--- src/rtl/alu_seq.sv ---
// rtl/alu_seq.sv - sequential ALU: single-cycle logic/arith ops, iterative shifts and shift-add multiply
//
// Purpose: accepts an operation when Start=1 and the unit is idle, produces a
// registered result plus status flags, and pulses Done for one cycle after the
// result lands. Shifts by k>=1 walk one bit per cycle; MUL runs W shift-add
// steps. Optional feature macro: ALU_SEQ_MUL_EN (enables the iterative MUL;
// without it MUL returns 0 in a single cycle and no multiplier datapath exists).
//
// Ports:
//   Clk              in   clock, rising edge
//   Reset            in   synchronous, active-high
//   Start            in   request, accepted when Busy=0
//   InputA, InputB   in   W-bit operands, sampled at accept
//   OP               in   Ops-bit opcode, sampled at accept
//   Out              out  W-bit registered result
//   Busy             out  high while a multi-cycle op executes
//   Done             out  one-cycle completion pulse
//   Zero, Parity,
//   Odd, Carry       out  registered status flags
module alu_seq #(
  parameter int W   = 8,
  parameter int Ops = 4
) (
  input  logic           Clk,
  input  logic           Reset,
  input  logic           Start,
  input  logic [W-1:0]   InputA,
  input  logic [W-1:0]   InputB,
  input  logic [Ops-1:0] OP,
  output logic [W-1:0]   Out,
  output logic           Busy,
  output logic           Done,
  output logic           Zero,
  output logic           Parity,
  output logic           Odd,
  output logic           Carry
);

  localparam int KW = $clog2(W);
  // One extra bit so the counter holds W (MUL) as well as any k.
  localparam int CW = KW + 1;

  localparam logic [Ops-1:0] OP_ADD = Ops'(0);
  localparam logic [Ops-1:0] OP_SUB = Ops'(1);
  localparam logic [Ops-1:0] OP_AND = Ops'(2);
  localparam logic [Ops-1:0] OP_OR  = Ops'(3);
  localparam logic [Ops-1:0] OP_XOR = Ops'(4);
  localparam logic [Ops-1:0] OP_LSH = Ops'(5);
  localparam logic [Ops-1:0] OP_RSH = Ops'(6);
  localparam logic [Ops-1:0] OP_NEG = Ops'(7);
  localparam logic [Ops-1:0] OP_GEQ = Ops'(8);
  localparam logic [Ops-1:0] OP_EQ  = Ops'(9);
  localparam logic [Ops-1:0] OP_NEQ = Ops'(10);
  localparam logic [Ops-1:0] OP_MUL = Ops'(11);

  typedef enum logic {S_IDLE, S_EXEC} state_t;

  state_t        r_state;
  logic [W-1:0]  r_out;
  logic          r_done, r_zero, r_parity, r_odd, r_carry;
  logic [CW-1:0] r_cnt;
  logic [W-1:0]  r_lo;     // shift operand, or multiplier / low product half
  logic          r_lsh;

  logic [KW-1:0] w_k;
  logic          w_hi_set, w_is_shift, w_is_mul, w_multi;
  logic [W:0]    w_add, w_sub;
  logic [W-1:0]  w_sc_val, w_it_val, w_fin_val;
  logic          w_sc_c, w_it_c, w_fin_c;

  assign w_k        = InputB[KW-1:0];
  assign w_hi_set   = |InputB[W-1:KW];
  assign w_is_shift = (OP == OP_LSH) || (OP == OP_RSH);
  assign w_add      = {1'b0, InputA} + {1'b0, InputB};
  assign w_sub      = {1'b0, InputA} - {1'b0, InputB};

`ifdef ALU_SEQ_MUL_EN
  logic          r_mul;
  logic [W-1:0]  r_hi;
  logic [W-1:0]  r_mcand;
  logic [W:0]    w_mul_sum;

  assign w_is_mul  = (OP == OP_MUL);
  // Add the multiplicand into the high half when the current multiplier bit
  // is set; the {sum, lo} pair then shifts right one place.
  assign w_mul_sum = {1'b0, r_hi} + (r_lo[0] ? {1'b0, r_mcand} : '0);
  assign w_it_val  = r_mul ? {w_mul_sum[0], r_lo[W-1:1]}
                           : (r_lsh ? (r_lo << 1) : (r_lo >> 1));
  assign w_it_c    = r_mul ? (|w_mul_sum[W:1])
                           : (r_lsh ? r_lo[W-1] : r_lo[0]);
`else
  assign w_is_mul  = 1'b0;
  assign w_it_val  = r_lsh ? (r_lo << 1) : (r_lo >> 1);
  assign w_it_c    = r_lsh ? r_lo[W-1] : r_lo[0];
`endif

  assign w_multi = (w_is_shift && !w_hi_set && (w_k != '0)) || w_is_mul;

  always_comb begin
    w_sc_val = '0;
    w_sc_c   = 1'b0;
    case (OP)
      OP_ADD: begin w_sc_val = w_add[W-1:0]; w_sc_c = w_add[W]; end
      OP_SUB: begin w_sc_val = w_sub[W-1:0]; w_sc_c = (InputA < InputB); end
      OP_AND: w_sc_val = InputA & InputB;
      OP_OR:  w_sc_val = InputA | InputB;
      OP_XOR: w_sc_val = InputA ^ InputB;
      // Only the k=0 and out-of-range cases finish here.
      OP_LSH, OP_RSH: w_sc_val = w_hi_set ? '0 : InputA;
      OP_NEG: w_sc_val = '0 - InputA;
      OP_GEQ: w_sc_val = W'(InputA >= InputB);
      OP_EQ:  w_sc_val = W'(InputA == InputB);
      OP_NEQ: w_sc_val = W'(InputA != InputB);
      OP_MUL: w_sc_val = '0;
      default: w_sc_val = '0;
    endcase
  end

  assign w_fin_val = (r_state == S_EXEC) ? w_it_val : w_sc_val;
  assign w_fin_c   = (r_state == S_EXEC) ? w_it_c   : w_sc_c;

  always_ff @(posedge Clk) begin
    if (Reset) begin
      r_state  <= S_IDLE;
      r_out    <= '0;
      r_done   <= 1'b0;
      r_zero   <= 1'b0;
      r_parity <= 1'b0;
      r_odd    <= 1'b0;
      r_carry  <= 1'b0;
      r_cnt    <= '0;
      r_lo     <= '0;
      r_lsh    <= 1'b0;
`ifdef ALU_SEQ_MUL_EN
      r_mul    <= 1'b0;
      r_hi     <= '0;
      r_mcand  <= '0;
`endif
    end else begin
      r_done <= 1'b0;
      case (r_state)
        S_IDLE: begin
          if (Start) begin
            if (w_multi) begin
              r_state <= S_EXEC;
              r_lsh   <= (OP == OP_LSH);
              r_lo    <= InputA;
              r_cnt   <= {1'b0, w_k};
`ifdef ALU_SEQ_MUL_EN
              r_mul   <= w_is_mul;
              r_hi    <= '0;
              r_mcand <= InputA;
              if (w_is_mul) begin
                r_lo  <= InputB;
                r_cnt <= CW'(W);
              end
`endif
            end else begin
              r_out    <= w_fin_val;
              r_zero   <= (w_fin_val == '0);
              r_parity <= ^w_fin_val;
              r_odd    <= w_fin_val[0];
              r_carry  <= w_fin_c;
              r_done   <= 1'b1;
            end
          end
        end
        S_EXEC: begin
          r_cnt <= r_cnt - CW'(1);
          r_lo  <= w_it_val;
`ifdef ALU_SEQ_MUL_EN
          r_hi  <= w_mul_sum[W:1];
`endif
          // The last step's result goes straight to Out.
          if (r_cnt == CW'(1)) begin
            r_state  <= S_IDLE;
            r_out    <= w_fin_val;
            r_zero   <= (w_fin_val == '0);
            r_parity <= ^w_fin_val;
            r_odd    <= w_fin_val[0];
            r_carry  <= w_fin_c;
            r_done   <= 1'b1;
          end
        end
        default: r_state <= S_IDLE;
      endcase
    end
  end

  assign Out    = r_out;
  assign Busy   = (r_state == S_EXEC);
  assign Done   = r_done;
  assign Zero   = r_zero;
  assign Parity = r_parity;
  assign Odd    = r_odd;
  assign Carry  = r_carry;

endmodule

--- config.mk ---
export PLATFORM = sky130hd
export DESIGN_NAME = alu_seq
export DESIGN_NICKNAME = d
export VERILOG_FILES = /design/src/rtl/alu_seq.sv
export SDC_FILE = /design/constraint.sdc
export NUM_CORES = 1
export LEC_CHECK = 0
export BUFFER_PORTS_ARGS = -buffer_cell sky130_fd_sc_hd__buf_4
export CAP_MARGIN = 20
export CORE_MARGIN = 1
export CORE_UTILIZATION = 25
export DETAILED_ROUTE_END_ITERATION = 8
export PLACE_DENSITY = 0.38
export SLEW_MARGIN = 20
export SYNTH_ARGS = -nofsm -noshare
export SYNTH_HDL_FRONTEND = slang
export SYNTH_SLANG_ARGS = --single-unit
--- constraint.sdc ---
create_clock -name Clk -period 6.35 [get_ports Clk]
set_input_delay 0.635 -clock Clk [delete_from_list [all_inputs] [get_ports Clk]]
set_output_delay 0.635 -clock Clk [all_outputs]
set_load 0.05 [all_outputs]
==> flow_summary.json <==
{
  "avgRoutedWirePerCell_um": 19.1,
  "multi_input_area_um2": 2240,
  "routed_via_density": 5.42,
  "maxSlewHeadroom_pct": 36.1,
  "r2r_end": "Parity$_SDFFE_PP0P_",
  "synth_area_um2": 2970,
  "num_vias": 2985,
  "status": "complete, but fails checks",
  "gp_congestion": 0.857,
  "num_rows": 39,
  "tns_ps": 0,
  "cts_buffers": 3,
  "grt-ovfl-total": 0,
  "clock_path_buffers": 2,
  "pwr-share-seq_pct": 33.0,
  "synth_cell_type_count": 65,
  "drv_slew": 0,
  "hp-start": "Out[7]$_SDFFE_PP0P_",
  "cts_tree": "yes",
  "clock_sinks": 26,
  "ctsResizeCount": 0,
  "rsz0062_at_grt": "no",
  "drc": 4,
  "maxCapViolations": 0,
  "p_comb_share_pct": 40.1,
  "critical_path.slowest_cell": "or3b_2",
  "violations": "design-rule violations",
  "yosysSeqAreaShare_pct": 17.5,
  "ir_worst_vdd_mv": 0.0827,
  "grt_pass1_wl_mm": 16.8,
  "die_area_um2": 12300,
  "max_freq_mhz": 275,
  "yosysTopAreaCell": "dfxtp_1",
  "post-synth-top-count-cell": "nor2_1",
  "ant_nets": 0,
  "r2r_setup_slack_ps": 3920,
  "async_flop_share_pct": 0,
  "power_leakage_nw": 1.34,
  "fp.dieH_um": 111,
  "synth_area_leaders": "dfxtp_1 (18%), ha_1 (13%), nor2_1 (4.9%)",
  "cts-root-buf": "clkbuf_16",
  "num_io_pins": 37,
  "antenna_cells": 0,
  "dp_hpwl_mm": 8.16,
  "hold_end": "Out[7]$_SDFFE_PP0P_",
  "synthFlopType": "dfxtp_1",
  "place_worst_setup_slack_ps": 2500,
  "cp_max_fo": 6,
  "worst_pin_slew_ps": 950,
  "area_growth_pct": 14.5,
  "p_int_mw": 0.330,
  "yosysWarnings": 0,
  "drtIter0Drc": 186,
  "finalCritPeriodShare_pct": 57.3,
  "hold_path.class": "reg -> reg",
  "reg2reg_from": "Busy$_SDFF_PP0_",
  "synth_top_cell_area_share_pct": 17.5,
  "critPathArrivalTime_ps": 3820,
  "clk_pin_slew_worst_paths_ps": 60,
  "grt_pass1_vias": 2910,
  "crit_path_max_incr_delay_ps": 500,
  "p_sw_share_pct": 36.8,
  "p_per_area_nw_per_um2": 153,
  "n_fill_cell": 1297,
  "die_w_um": 111,
  "cts_setup_buffers": 0,
  "seq_area_um2": 520,
  "clk_latency_ps": 260,
  "synth_area_per_cell_um2": 7.61,
  "fin_ws_ps": 2710,
  "crit_chain": "buf_4, inv_1, ha_1, or3b_2, or4_1, a32oi_1, o311ai_0, o31ai_1, nor2b_1, ha_1, xnor2_1, xnor2_1, a211oi_1",
  "dr.pass1.iters": 6,
  "cts_max_level": 1,
  "ys_top_cells_by_count": "nor2_1 (39), ha_1 (32), nand2_1 (29)",
  "p_sw_mw": 0.192,
  "grt_usage_pct": 17.2,
  "worst_setup_path_end_kind": "register",
  "finalSetupViolations": 0,
  "ys_ff_latch": 26,
  "start_util_pct": 25.8,
  "synth_edf_count": 0,
  "finalHoldViolCount": 0,
  "nets": 467,
  "core-area_um2": 11500,
  "crit_type": "in -> reg",
  "layout_min_cycle_time_ps": 3640,
  "syn_nets": 448,
  "fin_util_pct": 29.6,
  "cp-start-kind": "input port",
  "p_clk_share_pct": 26.9,
  "portBuffers": 36,
  "worst_r2r_path_depth": 8,
  "finClkSkew_ps": 3.14,
  "finalWirelength_mm": 10.5,
  "cp.required_ps": 6530,
  "startpoint": "InputA[0]",
  "hold_path_depth": 2,
  "hold_buffers": 0,
  "antenna_found_initial": 0,
  "syn_inst": 391,
  "grt_max_degree": 26,
  "drive_gt1_share_pct": 14.5
}
## state kept, by name (all words and copies together), names as in the netlist
name and flops:
Busy 1, Carry 1, Done 1, Out 8
Parity 1, Zero 1, r_cnt 4, r_lo 8
r_lsh 1
## metrics by stage
step           cells  power [mW]  area, um^2  hold WS [ps]
2_1_floorplan    391       0.316        2970           464
3_3_place_gp     548       0.386        3320           483
3_5_place_dp     548       0.384        3330           474
4_1_cts          551       0.530        3400           498
5_1_grt          551       0.555        3400           524
6_report         551       0.522        3400           497
## cell type report
cell class                      count  share of cell area, %
Tap cell                          143                   5.26
Clock buffer                        3                   2.21
Sequential cell                    26                   15.3
Inverter                           27                   2.98
Multi-Input combinational cell    314                   65.9
Timing Repair Buffer               38                   8.38
## routing by layer
metal | global-route usage [%] | routed length (um) | vias up
met2 | 28.6 | 4860 | 72
met3 | 1.64 | 350 | 4
li1 | - | - | 1462
met1 | 25.0 | 5290 | 1447
met5 | 0 | 0 | -
met4 | 1.08 | 25 | 0
## placed cells by master, fill, tap and decap left out, types with 4 or more instances in the layout
master	n
nand3_1	10
nor4_1	4
nand2b_1	8
ha_1	32
o21ai_0	17
a211oi_1	10
a21o_1	4
or4_1	5
buf_4	38
nor3b_1	4
mux2_2	4
a21oi_1	13
dfxtp_1	26
nor2b_1	14
xnor2_1	9
a31oi_1	9
nand2_1	29
mux2i_1	9
nor3_1	14
inv_1	27
o21bai_1	4
nor2_1	39
or3_1	6
a221oi_1	7
o211ai_1	4
## worst max-delay path by stage
stage / to / slack [ps] / cells after the start
after floorplan: Parity$_SDFFE_PP0P_ / 3060 / 14
after global placement: Parity$_SDFFE_PP0P_ / 2500 / 14
after detailed placement: Parity$_SDFFE_PP0P_ / 2500 / 13
after CTS: Parity$_SDFFE_PP0P_ / 2740 / 13
after global routing: Parity$_SDFFE_PP0P_ / 2500 / 13
final: Parity$_SDFFE_PP0P_ / 2710 / 13
## power groups by stage
stage | Combinational, mW | Clock [mW] | Sequential, mW
floorplan | 0.120 | 0 | 0.196
global placement | 0.210 | 0 | 0.176
detailed placement | 0.208 | 0 | 0.176
CTS | 0.209 | 0.148 | 0.173
global route | 0.229 | 0.153 | 0.173
finish | 0.209 | 0.140 | 0.172
## worst max-delay path, delay by kind of cell
kind / cells / cell delay, ps
compound gates: 4 / 1080
xor+xnor: 2 / 270
fa+ha+maj: 2 / 470
buf+inv: 2 / 230
simple gates: 3 / 1120
## cells by family (layout without fill, tap and decap cells)
group	Yosys count	after routing	share of synthesized area, %
AND/OR/NAND/NOR	153	153	27.3
multiplexers	14	14	5.30
adder cells (fa/ha/maj)	34	34	14.8
AO/OA/AOI/OAI	102	102	24.6
flip-flops	26	26	17.5
buffers and inverters	51	68	7.28
XOR/XNOR	11	11	3.24
Power figures use the tool's default switching activity.
